**src/rtl/weapon_fire_scheduler.sv**
```systemverilog
// Shared-magazine fire scheduler: round-robin turret grants, cooldown lockout, timed saturating reload.
// Latency: a request sampled in IDLE shows its grant and ammo update one cycle later; reload completes after RELOAD_CYCLES.
// Backpressure: requests are level-held; they are ignored in COOLDOWN and flagged as errors in RELOAD. Optional: WEAPON_AUTO_RELOAD_EN.
module weapon_fire_scheduler #(
  parameter int N_REQ         = 4,
  parameter int AMMO_W        = 9,
  parameter int COOL_W        = 4,
  parameter int RELOAD_CYCLES = 8
) (
  input  logic              clk,
  input  logic              rst,
  input  logic [3:0]        mode_selector,
  input  logic [N_REQ-1:0]  fire_req,
  input  logic [AMMO_W-1:0] fire_rate,
  input  logic [COOL_W-1:0] cooldown,
  input  logic              reload_req,
  input  logic [AMMO_W-1:0] reload_amount,
  input  logic              max_load,
  input  logic [AMMO_W-1:0] ammo_max_in,
  output logic [N_REQ-1:0]  fire_grant,
  output logic [AMMO_W-1:0] ammo,
  output logic              reloading,
  output logic              busy,
  output logic              error,
  output logic [1:0]        error_code
);

  localparam int IDX_W = (N_REQ > 1) ? $clog2(N_REQ) : 1;
  localparam int RLD_W = $clog2(RELOAD_CYCLES + 1);
  localparam int CNT_W = (COOL_W > RLD_W) ? COOL_W : RLD_W;

  // Encoding chosen so that reloading is a direct state bit.
  localparam logic [1:0] ST_IDLE   = 2'b00;
  localparam logic [1:0] ST_COOL   = 2'b01;
  localparam logic [1:0] ST_RELOAD = 2'b10;

  localparam logic [1:0] ERR_NONE   = 2'b00;
  localparam logic [1:0] ERR_MODE   = 2'b01;
  localparam logic [1:0] ERR_AMMO   = 2'b10;
  localparam logic [1:0] ERR_RELOAD = 2'b11;

  localparam logic [3:0] MODE_ATTACK = 4'b0010;

  logic [1:0]        state;
  logic [CNT_W-1:0]  cnt;
  logic [IDX_W-1:0]  rr_ptr;
  logic [AMMO_W-1:0] max_q;

  logic              any_req;
  logic              shot_ok;
  logic [AMMO_W-1:0] ammo_after;
  logic [AMMO_W-1:0] ammo_after_sat;
  logic [AMMO_W:0]   reload_sum;
  logic [AMMO_W-1:0] reload_sat;
  logic              pick_vld;
  logic [IDX_W-1:0]  pick_idx;
  logic [IDX_W-1:0]  cand;

  assign any_req        = |fire_req;
  assign shot_ok        = (fire_rate != '0) && (ammo >= fire_rate);
  assign ammo_after     = ammo - fire_rate;
  assign ammo_after_sat = (ammo_after > max_q) ? max_q : ammo_after;
  // One extra bit so the add can never wrap before saturation.
  assign reload_sum     = {1'b0, ammo} + {1'b0, reload_amount};
  assign reload_sat     = (reload_sum > {1'b0, max_q}) ? max_q : reload_sum[AMMO_W-1:0];

  assign reloading = state[1];
  assign busy      = |state;

  // Round-robin pick: first requesting turret after the last one granted, with wrap.
  always_comb begin
    pick_vld = 1'b0;
    pick_idx = rr_ptr;
    cand     = rr_ptr;
    for (int k = 1; k <= N_REQ; k++) begin
      cand = IDX_W'((int'(rr_ptr) + k) % N_REQ);
      if (!pick_vld && fire_req[cand]) begin
        pick_vld = 1'b1;
        pick_idx = cand;
      end
    end
  end

  // Scheduler FSM, magazine counter, capacity register and pulsed outputs.
  always_ff @(posedge clk) begin
    if (rst) begin
      state      <= ST_IDLE;
      cnt        <= '0;
      rr_ptr     <= IDX_W'(N_REQ - 1);
      max_q      <= '1;
      ammo       <= '0;
      fire_grant <= '0;
      error      <= 1'b0;
      error_code <= ERR_NONE;
    end else begin
      fire_grant <= '0;
      error      <= 1'b0;
      error_code <= ERR_NONE;

      if (max_load) begin
        max_q <= ammo_max_in;
      end
      // A shrunken capacity pulls the count down one cycle after the load.
      if (ammo > max_q) begin
        ammo <= max_q;
      end

      case (state)
        ST_IDLE: begin
          if (reload_req) begin
            state <= ST_RELOAD;
            cnt   <= CNT_W'(RELOAD_CYCLES);
          end else if (any_req) begin
            if (mode_selector != MODE_ATTACK) begin
              error      <= 1'b1;
              error_code <= ERR_MODE;
            end else if (!shot_ok) begin
              error      <= 1'b1;
              error_code <= ERR_AMMO;
            end else if (pick_vld) begin
              fire_grant <= N_REQ'(1) << pick_idx;
              ammo       <= ammo_after_sat;
              rr_ptr     <= pick_idx;
              cnt        <= CNT_W'(cooldown);
`ifdef WEAPON_AUTO_RELOAD_EN
              if (ammo_after == '0) begin
                state <= ST_RELOAD;
                cnt   <= CNT_W'(RELOAD_CYCLES);
              end else if (cooldown != '0) begin
                state <= ST_COOL;
              end
`else
              if (cooldown != '0) begin
                state <= ST_COOL;
              end
`endif
            end
          end
        end
        ST_COOL: begin
          cnt <= cnt - 1'b1;
          if (cnt <= CNT_W'(1)) begin
            state <= ST_IDLE;
          end
        end
        ST_RELOAD: begin
          if (any_req) begin
            error      <= 1'b1;
            error_code <= ERR_RELOAD;
          end
          cnt <= cnt - 1'b1;
          if (cnt <= CNT_W'(1)) begin
            ammo  <= reload_sat;
            state <= ST_IDLE;
          end
        end
        default: begin
          state <= ST_IDLE;
        end
      endcase
    end
  end

endmodule

```
**config.mk**
```make
export PLATFORM = sky130hd
export DESIGN_NAME = weapon_fire_scheduler
export DESIGN_NICKNAME = d
export VERILOG_FILES = /design/src/rtl/weapon_fire_scheduler.sv
export SDC_FILE = /design/constraint.sdc
export NUM_CORES = 1
export LEC_CHECK = 0
export BUFFER_PORTS_ARGS = -buffer_cell sky130_fd_sc_hd__clkbuf_2
export CORE_ASPECT_RATIO = 0.5
export CORE_UTILIZATION = 40
export CTS_BUF_LIST = sky130_fd_sc_hd__clkbuf_16
export DETAILED_ROUTE_END_ITERATION = 7
export HOLD_SLACK_MARGIN = 0.02
export PLACE_DENSITY = 0.66
export SLEW_MARGIN = 15
export SYNTH_ARGS = -nofsm -noshare
export SYNTH_HDL_FRONTEND = slang
export SYNTH_SLANG_ARGS = --single-unit
```
**constraint.sdc**
```tcl
create_clock -name clk -period 5 [get_ports clk]
set_input_delay 0.5 -clock clk [delete_from_list [all_inputs] [get_ports clk]]
set_output_delay 0.5 -clock clk [all_outputs]
set_load 0.05 [all_outputs]
```
==> results by stage, run 1 <==
STA:
- The worst clock skew on the final layout is 0.00575 ns.
- For the final routed database, the setup TNS stands at 0 ns.
- The count of final setup violators is 0.
- The number of pins exceeding their max-slew limit in the final report is 0.
- The post-route minimum period is ~4.3 ns.
- For this run, the top clock speed supported by timing is ~230 MHz.
- The count of endpoints failing hold in the final timing report came to 0.
- Setup repair after global routing left no endpoint under its margin.
- The final cycle utilization of the critical path is between 80% and 90%.
- The headroom to the max-slew limit is roughly a quarter.
- For the pin with the worst max-slew slack, the measured transition is between 1 and 1.5 ns.

GRT:
- The via count of the first global-routing pass is 3,099.
- The number of antenna violations at the first check in global routing was 0.
- In the global route stage, overall resource usage came out at roughly 23%.
- Summed over all layers, the global routing overflow is 0.
- The first global-routing pass estimated 15,600 µm of wire.
- The pin count of the biggest net entering global routing is 18.

Synthesis:
- The main combinational cell family by area after synthesis is compound AO/OA/AOI/OAI gates.
- The post-synthesis compound-gate area fraction is 28.6%.
- The area of the mapped netlist is approximately 3400 µm².
- Of all flip-flops after synthesis, the portion carrying an async set or reset was 0%.
- After Yosys synthesis, XOR and XNOR cells account for under 10% of the synthesized area.
- The most common cell in the synthesized netlist is ha_1.
- After synthesis, the cell types taking the most area are dfxtp_1 19%, ha_1 18%, nand2_1 4.4%.
- Ranked by instance count, the synthesized netlist is headed by 49 x ha_1, 40 x nand2_1, 34 x inv_1.
- The share of synthesized cell area in full adder, half adder and majority cells is between 10% and 20%.
- The synthesized instance count is 424.
- In this run the mean area of a mapped cell was ~8.0 µm².
- The dominant cell type by area after synthesis is dfxtp_1.
- The predominant post-synthesis flop cell is dfxtp_1.
- The count of yosys warnings during synthesis is 0.
- The post-synthesis share of cell area spent on and, or, nand and nor gates is between 20% and 30%.
- Summed over its instances, the top area cell type makes up about a fifth of the synthesized netlist area.
- The net count after synthesis is ~520.
- The sequential area share after synthesis is 19.4%.
- The post-synthesis sequential element count is 33.
- The multiplexer share of the synthesized area is slightly below 5%.
- Counting distinct cell types in the post-synthesis netlist gives 65.
- In this run, synthesis inferred 0 flip-flops with an integrated enable.

Setup path:
- At the worst endpoint, the arrival time is about 4.5 ns.
- The slowest stage cell on the critical path is o21ai_0.
- The worst register-to-register path begins at ammo[0]$_SDFF_PP0_.
- Counting both buffers and inverters, the worst setup path holds a total of 0.
- The element type at the critical path start is a flip-flop.
- The worst setup path is captured at a flip-flop.
- STA puts the critical path data required time at around 5.2 ns.
- The number of cells on the worst reg-to-reg path is 13.
- In this design, the largest share of critical-path delay is due to compound AO/OA/AOI/OAI gates.
- The critical path is of the flip-flop to flip-flop type.
- Walking the worst path, the cells encountered are ha_1, fa_1, a21oi_1, o221ai_1, xor2_1, ha_1, nand3_1, or2_2, o22a_1, o21ai_0, o2bb2ai_1, o211ai_1, a211o_1.
- The delay of the slowest cell on the worst path is approximately 0.85 ns.
- The cell that appears most often on the critical path is ha_1.
- The maximum fanout along the worst path is 11.
- The setup check on the worst reg-to-reg path leaves a slack of about 0.72 ns.
- In this run the critical register-to-register path is captured at ammo[6]$_SDFF_PP0_.

CTS:
- Post-CTS repair changed the size of 0 cells.
- TritonCTS built the clock tree.
- Clock tree synthesis found a total of 33 sinks.
- The clock insertion delay at the later pin of the skew report is between 0.2 and 0.3 ns.
- Clock tree synthesis selected as its root buffer the cell clkbuf_16.
- The number of buffers between clock root and the deepest sink is 2.
- The H-tree depth is 2.
- The number of buffers added to fix hold violations after cts is 0.
- Once the clock tree was built, the setup fixing pass inserted 0 buffers.
- The number of clock buffers added by TritonCTS is 5.
- Clock-pin slew was measured on the worst setup and hold paths at roughly 0.060 ns.

Die:
- The width of the chip is 132 µm.
- The vertical die dimension is 67.2 µm.
- The floorplan has 23 rows.
- The area enclosed by the die boundary is around 9000 µm².
- In this run the count of I/O pins placed on the die edge is 61.
- After floorplanning, the core was sized to cover 8120 µm².
- The starting utilization of the core area is a little over two fifths.

Pwr:
- The analysis attributes to net switching a power of 1.03 mW.
- The total internal power is between 1 and 1.5 mW.
- In this run switching power makes up between 40% and 50% of total power.
- The power share of the clock group is around 18%.
- Overall power consumption after layout is estimated at around 2.1 mW.
- The total power divided by cell area is 524 nW/µm².
- For this design the static power due to leakage is 1.87 nW.
- Combinational logic is responsible for between 60 and 70% of the overall power.
- The sequential share of power is between 10% and 20%.
- The worst ir drop on vdd is between 150 and 200 µV.

Layout:
- Of the cells placed in the final design, the portion with a size suffix greater than 1 is around a fifth.
- The repair_antennas step left the layout with diodes totalling 0.
- After the last flow step, the layout net total stands at ~580.
- Once layout is complete, the utilization of the core stands at between 40% and 50%.
- The finished cells cover between 3000 and 4000 µm².
- Relative to the synthesized area, the layout overhead comes to 17.5%.

Min path:
- The hold-critical path depth is 3.
- The terminating pin of the worst hold path is max_q[5]$_SDFFE_PP1P_.
- The startpoint identified for the worst hold timing path is ammo_max_in[5].
- The path class of the lowest-slack min-delay path is primary input to flip-flop.

Routing:
- After detailed routing, the number of vias per cell comes to 5.80.
- After the first detailed-routing iteration, the DRC count stood at between 200 and 300.
- The detail route stage leaves a number of antenna-violating nets equal to 0.
- The number of detailed-route iterations in the first pass is 4.
- The final layout contains routed wiring with a total length of 9490 µm.
- Dividing the detail-routed wire length by the instance count gives 15.9 µm.
- For this run, design rule violations remaining after detail routing come to 0.
- The via count is between 3,000 and 4,000.

Outcome:
- The flow ran to the end, and the final reports show no timing, DRC or antenna violations.

Placement:
- The sum of net half-perimeters after detailed placement is 7540 µm.
- The count of buffers added on input and output ports is 60.
- The final weighted congestion in routability-driven placement is around 0.83.
- The cell area after placement is ~3800 µm².

Run:
- The tool flagged a number of max-cap violations equal to 0.
-- final cells by class --
type,count,area [µm²]
multi-input cells,346,2570
flip-flops and latches,33,661
inverters,35,131
clock buffers,5,125
repair buffers,63,323
clock inverters,3,46.3
well taps,112,140
fillers,835,4120
-- worst max path at each step --
stage | from | end | slack (ns) | cells past startpoint
2_1_floorplan | ammo[0]$_SDFF_PP0_ | ammo[4]$_SDFF_PP0_ | 1.15 | 16
3_3_place_gp | reload_amount[0] | ammo[6]$_SDFF_PP0_ | 0.65 | 14
3_5_place_dp | reload_amount[0] | ammo[6]$_SDFF_PP0_ | 0.59 | 14
4_1_cts | ammo[0]$_SDFF_PP0_ | ammo[6]$_SDFF_PP0_ | 0.82 | 13
5_1_grt | ammo[0]$_SDFF_PP0_ | ammo[6]$_SDFF_PP0_ | 0.49 | 13
6_report | ammo[0]$_SDFF_PP0_ | ammo[6]$_SDFF_PP0_ | 0.72 | 13
-- cell families (layout without fill, tap and decap cells) --
| kind of cell | count (synthesis) | in the layout |
|---|---|---|
| simple gates | 137 | 137 |
| flops | 33 | 33 |
| compound gates | 131 | 131 |
| xor+xnor | 11 | 11 |
| mux | 16 | 16 |
| fa+ha+maj | 51 | 51 |
| buf+inv | 45 | 106 |
-- layer usage --
metal | wire, µm | up-vias | track usage, %
met3 | 578 | 8 | 4.20
met2 | 3820 | 101 | 34.9
li1 | - | 1733 | -
met4 | 111 | 0 | 6.03
met5 | 0 | - | 0
met1 | 4970 | 1620 | 32.3
-- power by group through the flow --
| stage | clock (mW) | combinational [mW] | sequential, mW |
|---|---|---|---|
| after detailed placement | 0 | 1.32 | 0.385 |
| after global placement | 0 | 1.31 | 0.386 |
| final | 0.367 | 1.35 | 0.379 |
| after CTS | 0.371 | 1.33 | 0.379 |
| after global routing | 0.382 | 1.50 | 0.386 |
| after floorplan | 0 | 0.904 | 0.483 |
-- flip-flops by register name (all words and copies together) (netlist names) --
| register | cells |
|---|---|
| error | 1 |
| cnt | 4 |
| ammo | 9 |
| rr_ptr | 2 |
| error_code | 2 |
| state | 2 |
| max_q | 9 |
| fire_grant | 4 |
-- worst reg2reg max path: stages, from the launching register on --
cell and delay (ns):
dfxtp_1 0.36, ha_1 0.22, fa_1 0.42, a21oi_1 0.25
o221ai_1 0.17, xor2_1 0.18, ha_1 0.32, nand3_1 0.09
or2_2 0.31, o22a_1 0.17, o21ai_0 0.85, o2bb2ai_1 0.38
o211ai_1 0.18, a211o_1 0.28
-- stage by stage --
stage / worst slack (ns) / std cells / hold WS, ns
finish: 0.724 / 597 / 0.426
global route: 0.488 / 597 / 0.458
CTS: 0.823 / 597 / 0.427
detailed placement: 0.590 / 589 / 0.518
global placement: 0.654 / 589 / 0.502
floorplan: 1.15 / 424 / 0.477
-- cell usage in the layout, fill, tap and decap left out, types with 6 or more instances in the layout --
| master | instances |
|---|---|
| xor2_1 | 6 |
| o211ai_1 | 20 |
| a21o_1 | 9 |
| ha_1 | 49 |
| inv_1 | 34 |
| nand4_1 | 7 |
| nor2_1 | 28 |
| nand2_1 | 40 |
| nand3_1 | 17 |
| o221ai_1 | 6 |
| o21ai_0 | 15 |
| nor3_1 | 13 |
| mux2i_1 | 11 |
| clkbuf_2 | 60 |
| a21oi_1 | 26 |
| dfxtp_1 | 33 |
| a31oi_1 | 6 |
Power figures use the tool's default switching activity.
==> run 2, diff against run 1 <==
--- a/config.mk
+++ b/config.mk
@@ -7,6 +7,7 @@
 export LEC_CHECK = 0
 export BUFFER_PORTS_ARGS = -buffer_cell sky130_fd_sc_hd__clkbuf_2
 export CORE_ASPECT_RATIO = 0.5
+export CORE_MARGIN = 5
 export CORE_UTILIZATION = 40
 export CTS_BUF_LIST = sky130_fd_sc_hd__clkbuf_16
 export DETAILED_ROUTE_END_ITERATION = 7
==> constraint.sdc (replaced) <==
create_clock -name clk -period 4.25 [get_ports clk]
set_input_delay 0.425 -clock clk [delete_from_list [all_inputs] [get_ports clk]]
set_output_delay 0.425 -clock clk [all_outputs]
set_load 0.05 [all_outputs]
==> results by stage, run 2 (synthesis results as in run 1) <==
Outcome:
- The flow ran to the end, and the final reports show no timing, DRC or antenna violations.

Setup path:
- In this run the critical register-to-register path is launched from ammo[0]$_SDFF_PP0_.
- The critical path goes through ha_1, fa_1, a21oi_1, o221ai_1, xor2_1, ha_1, a21o_1, a2111oi_0, o221ai_1, o21ai_0, o2bb2ai_1, o211ai_1, a211o_1.
- Following the worst setup path forward leads to its endpoint at ammo[6]$_SDFF_PP0_.
- The worst setup path startpoint is ammo[0]$_SDFF_PP0_.
- For flop-to-flop paths, the worst setup slack is 0.51 ns.
- Along the worst path, the maximum fanout reaches 6.
- The delay of the slowest cell on the worst path is roughly 0.42 ns.
- The depth of the worst register-to-register path is 13.
- The worst setup path is captured at a flip-flop.
- The critical path arrival is ~3.9 ns.
- The worst setup path is launched from a flip-flop.
- The capture point of the worst reg-to-reg path is ammo[6]$_SDFF_PP0_.
- The slowest stage cell on the critical path is a2111oi_0.
- The critical path start-end classification is flip-flop to flip-flop.
- The required time reported for the critical path endpoint is 4.42 ns.

Die:
- The count of boundary I/O pins is just over 60.
- The floorplan step set the die height to 75.2 µm.
- The floorplan has 23 rows.
- The core box area is just over 8000 µm².
- The initial utilization of the core area, before any placement, comes to around two fifths.
- The floorplan step defined a die boundary enclosing about 11,000 µm².
- From left edge to right edge, the die measures 140 µm.

CTS:
- The CTS sink count is 33.
- The clock insertion delay at the later pin of the skew report is roughly 0.29 ns.
- The post-CTS setup repair buffer count is 0.
- The H-tree depth is 2.
- The register clock-pin slew on the reported worst setup and hold paths is roughly 0.06 ns.
- The number of buffers between clock root and the deepest sink is 2.
- Post-CTS repair changed the size of 0 cells.
- Buffers inserted during clock tree synthesis total 5.
- The CTS tree is yes.
- The number of buffers added to fix hold violations after cts is 0.
- The root buffer cell is clkbuf_16.

STA:
- The number of pins exceeding their max-slew limit in the final report is 0.
- The worst pin sits at a relative slew slack of about a third.
- The count of endpoints failing hold in the final timing report is 0.
- The upper clock frequency limit is between 200 and 300 MHz.
- The final cycle utilization of the critical path is between 80% and 90%.
- The count of final setup violators is 0.
- Setup repair after global routing left no endpoint under its margin.
- The worst path in the final design needs a cycle of 3.74 ns, including I/O delays and setup.
- The final-layout setup total negative slack is 0 ns.
- The pin slew with the least headroom to its limit is ~1 ns.
- For the final database, setup skew stands at between 0.006 and 0.007 ns.
- On the final layout, the worst hold slack is about 0.35 ns.

Pwr:
- The worst ir drop on vdd is 224 µV.
- In this run the power density over the cells is between 600 and 700 nW/µm².
- The leakage power is ~1.9 nW.

Routing:
- The total routed wirelength is 9720 µm.
- The first detailed-routing pass took 5 iterations.
- The remaining antenna violation count is 0.
- Dividing the detail-routed wire length by the instance count gives approximately 16 µm.
- The detailed router finished its first iteration with a little under 200 violations.
- Dividing the detail-routed via count by the number of cells gives roughly 5.7.
- The via count is ~3,400.
- In the routed design, unresolved DRC markers number 0.

Layout:
- The share of layout cells above drive strength 1 is about a fifth.
- The most common cell after layout, fill and taps aside is clkbuf_2.
- The largest registers in the layout are ammo (9), max_q (9).
- The area growth from synthesis to layout is 17.7%.
- The summed area of non-filler cells in the final layout is approximately 4000 µm².
- The share of the core filled with cells in the final layout is about half.
- The count of cells in the finished layout, fillers not included, comes to between 500 and 600.
- In the layout the commonest cells are 60 x clkbuf_2, 49 x ha_1, 40 x nand2_1, 34 x inv_1, 33 x dfxtp_1.
- For this run, the post-layout net count is ~580.
- The antenna diode instance count is 0.

Min path:
- The hold-critical path depth is 3.
- The path class of the lowest-slack min-delay path is primary input to flip-flop.

GRT:
- The all-layer global routing usage is between 10% and 20%.
- The number of antenna violations at the first check in global routing is 0.
- The via count of the first global-routing pass is between 3,000 and 4,000.
- The pin count of the biggest net entering global routing is 18.
- The wire length of the first global-routing pass is 16,200 µm.
- The total grt overflow is 0.

Placement:
- The sum of net half-perimeters after detailed placement is 7830 µm.
- In this run the tool buffered the top-level ports with 60 buffer cells.
- Routability-driven placement finished with a final weighted congestion of 0.911.
- The cell total after placement is 590.
- The cell area after placement is 3830 µm².

Run:
- Max-cap violations in this run came to 0.
==> run 2: worst min-delay path by stage <==
stage                            from                      to  slack [ns]
2_1_floorplan  rr_ptr[0]$_SDFFE_PP1P_  rr_ptr[0]$_SDFFE_PP1P_        0.48
3_3_place_gp   rr_ptr[0]$_SDFFE_PP1P_  rr_ptr[0]$_SDFFE_PP1P_        0.50
3_5_place_dp   rr_ptr[0]$_SDFFE_PP1P_  rr_ptr[0]$_SDFFE_PP1P_        0.51
4_1_cts                ammo_max_in[8]   max_q[8]$_SDFFE_PP1P_        0.35
5_1_grt                ammo_max_in[8]   max_q[8]$_SDFFE_PP1P_        0.36
6_report               ammo_max_in[8]   max_q[8]$_SDFFE_PP1P_        0.35
==> run 2: per-stage QoR <==
stage	setup slack, ns	total power [mW]
5_1_grt	0.0140	2.70
6_report	0.506	2.48
3_3_place_gp	0.570	2.02
4_1_cts	0.535	2.47
2_1_floorplan	0.395	1.63
3_5_place_dp	0.446	2.03
==> run 2: metal layers <==
metal | wire (µm) | global-route usage, %
met3 | 640 | 4.31
met2 | 3940 | 29.4
met5 | 0 | 0
met4 | 170 | 5.48
met1 | 4970 | 27.2
==> run 2: area by class of cell <==
class	instances	area, µm²
flip-flops and latches	33	661
clock buffers	5	125
fillers	792	4140
inverters	35	131
well taps	112	140
repair buffers	64	330
clock inverters	3	46.3
multi-input cells	346	2570
==> run 2: where the power goes <==
| group | switching, mW | internal [mW] |
|---|---|---|
| Combinational | 0.980 | 0.623 |
| Sequential | 0.0909 | 0.364 |
| Clock | 0.147 | 0.277 |
| Total | 1.22 | 1.27 |
==> run 2: worst max-delay path: cells and delay by family (launching register included) <==
kind,cells,cell delay [ns]
AOI/OAI and AO/OA,9,2.13
adders and majority gates,3,0.92
DFF,1,0.36
xor gates and xnor gates,1,0.21
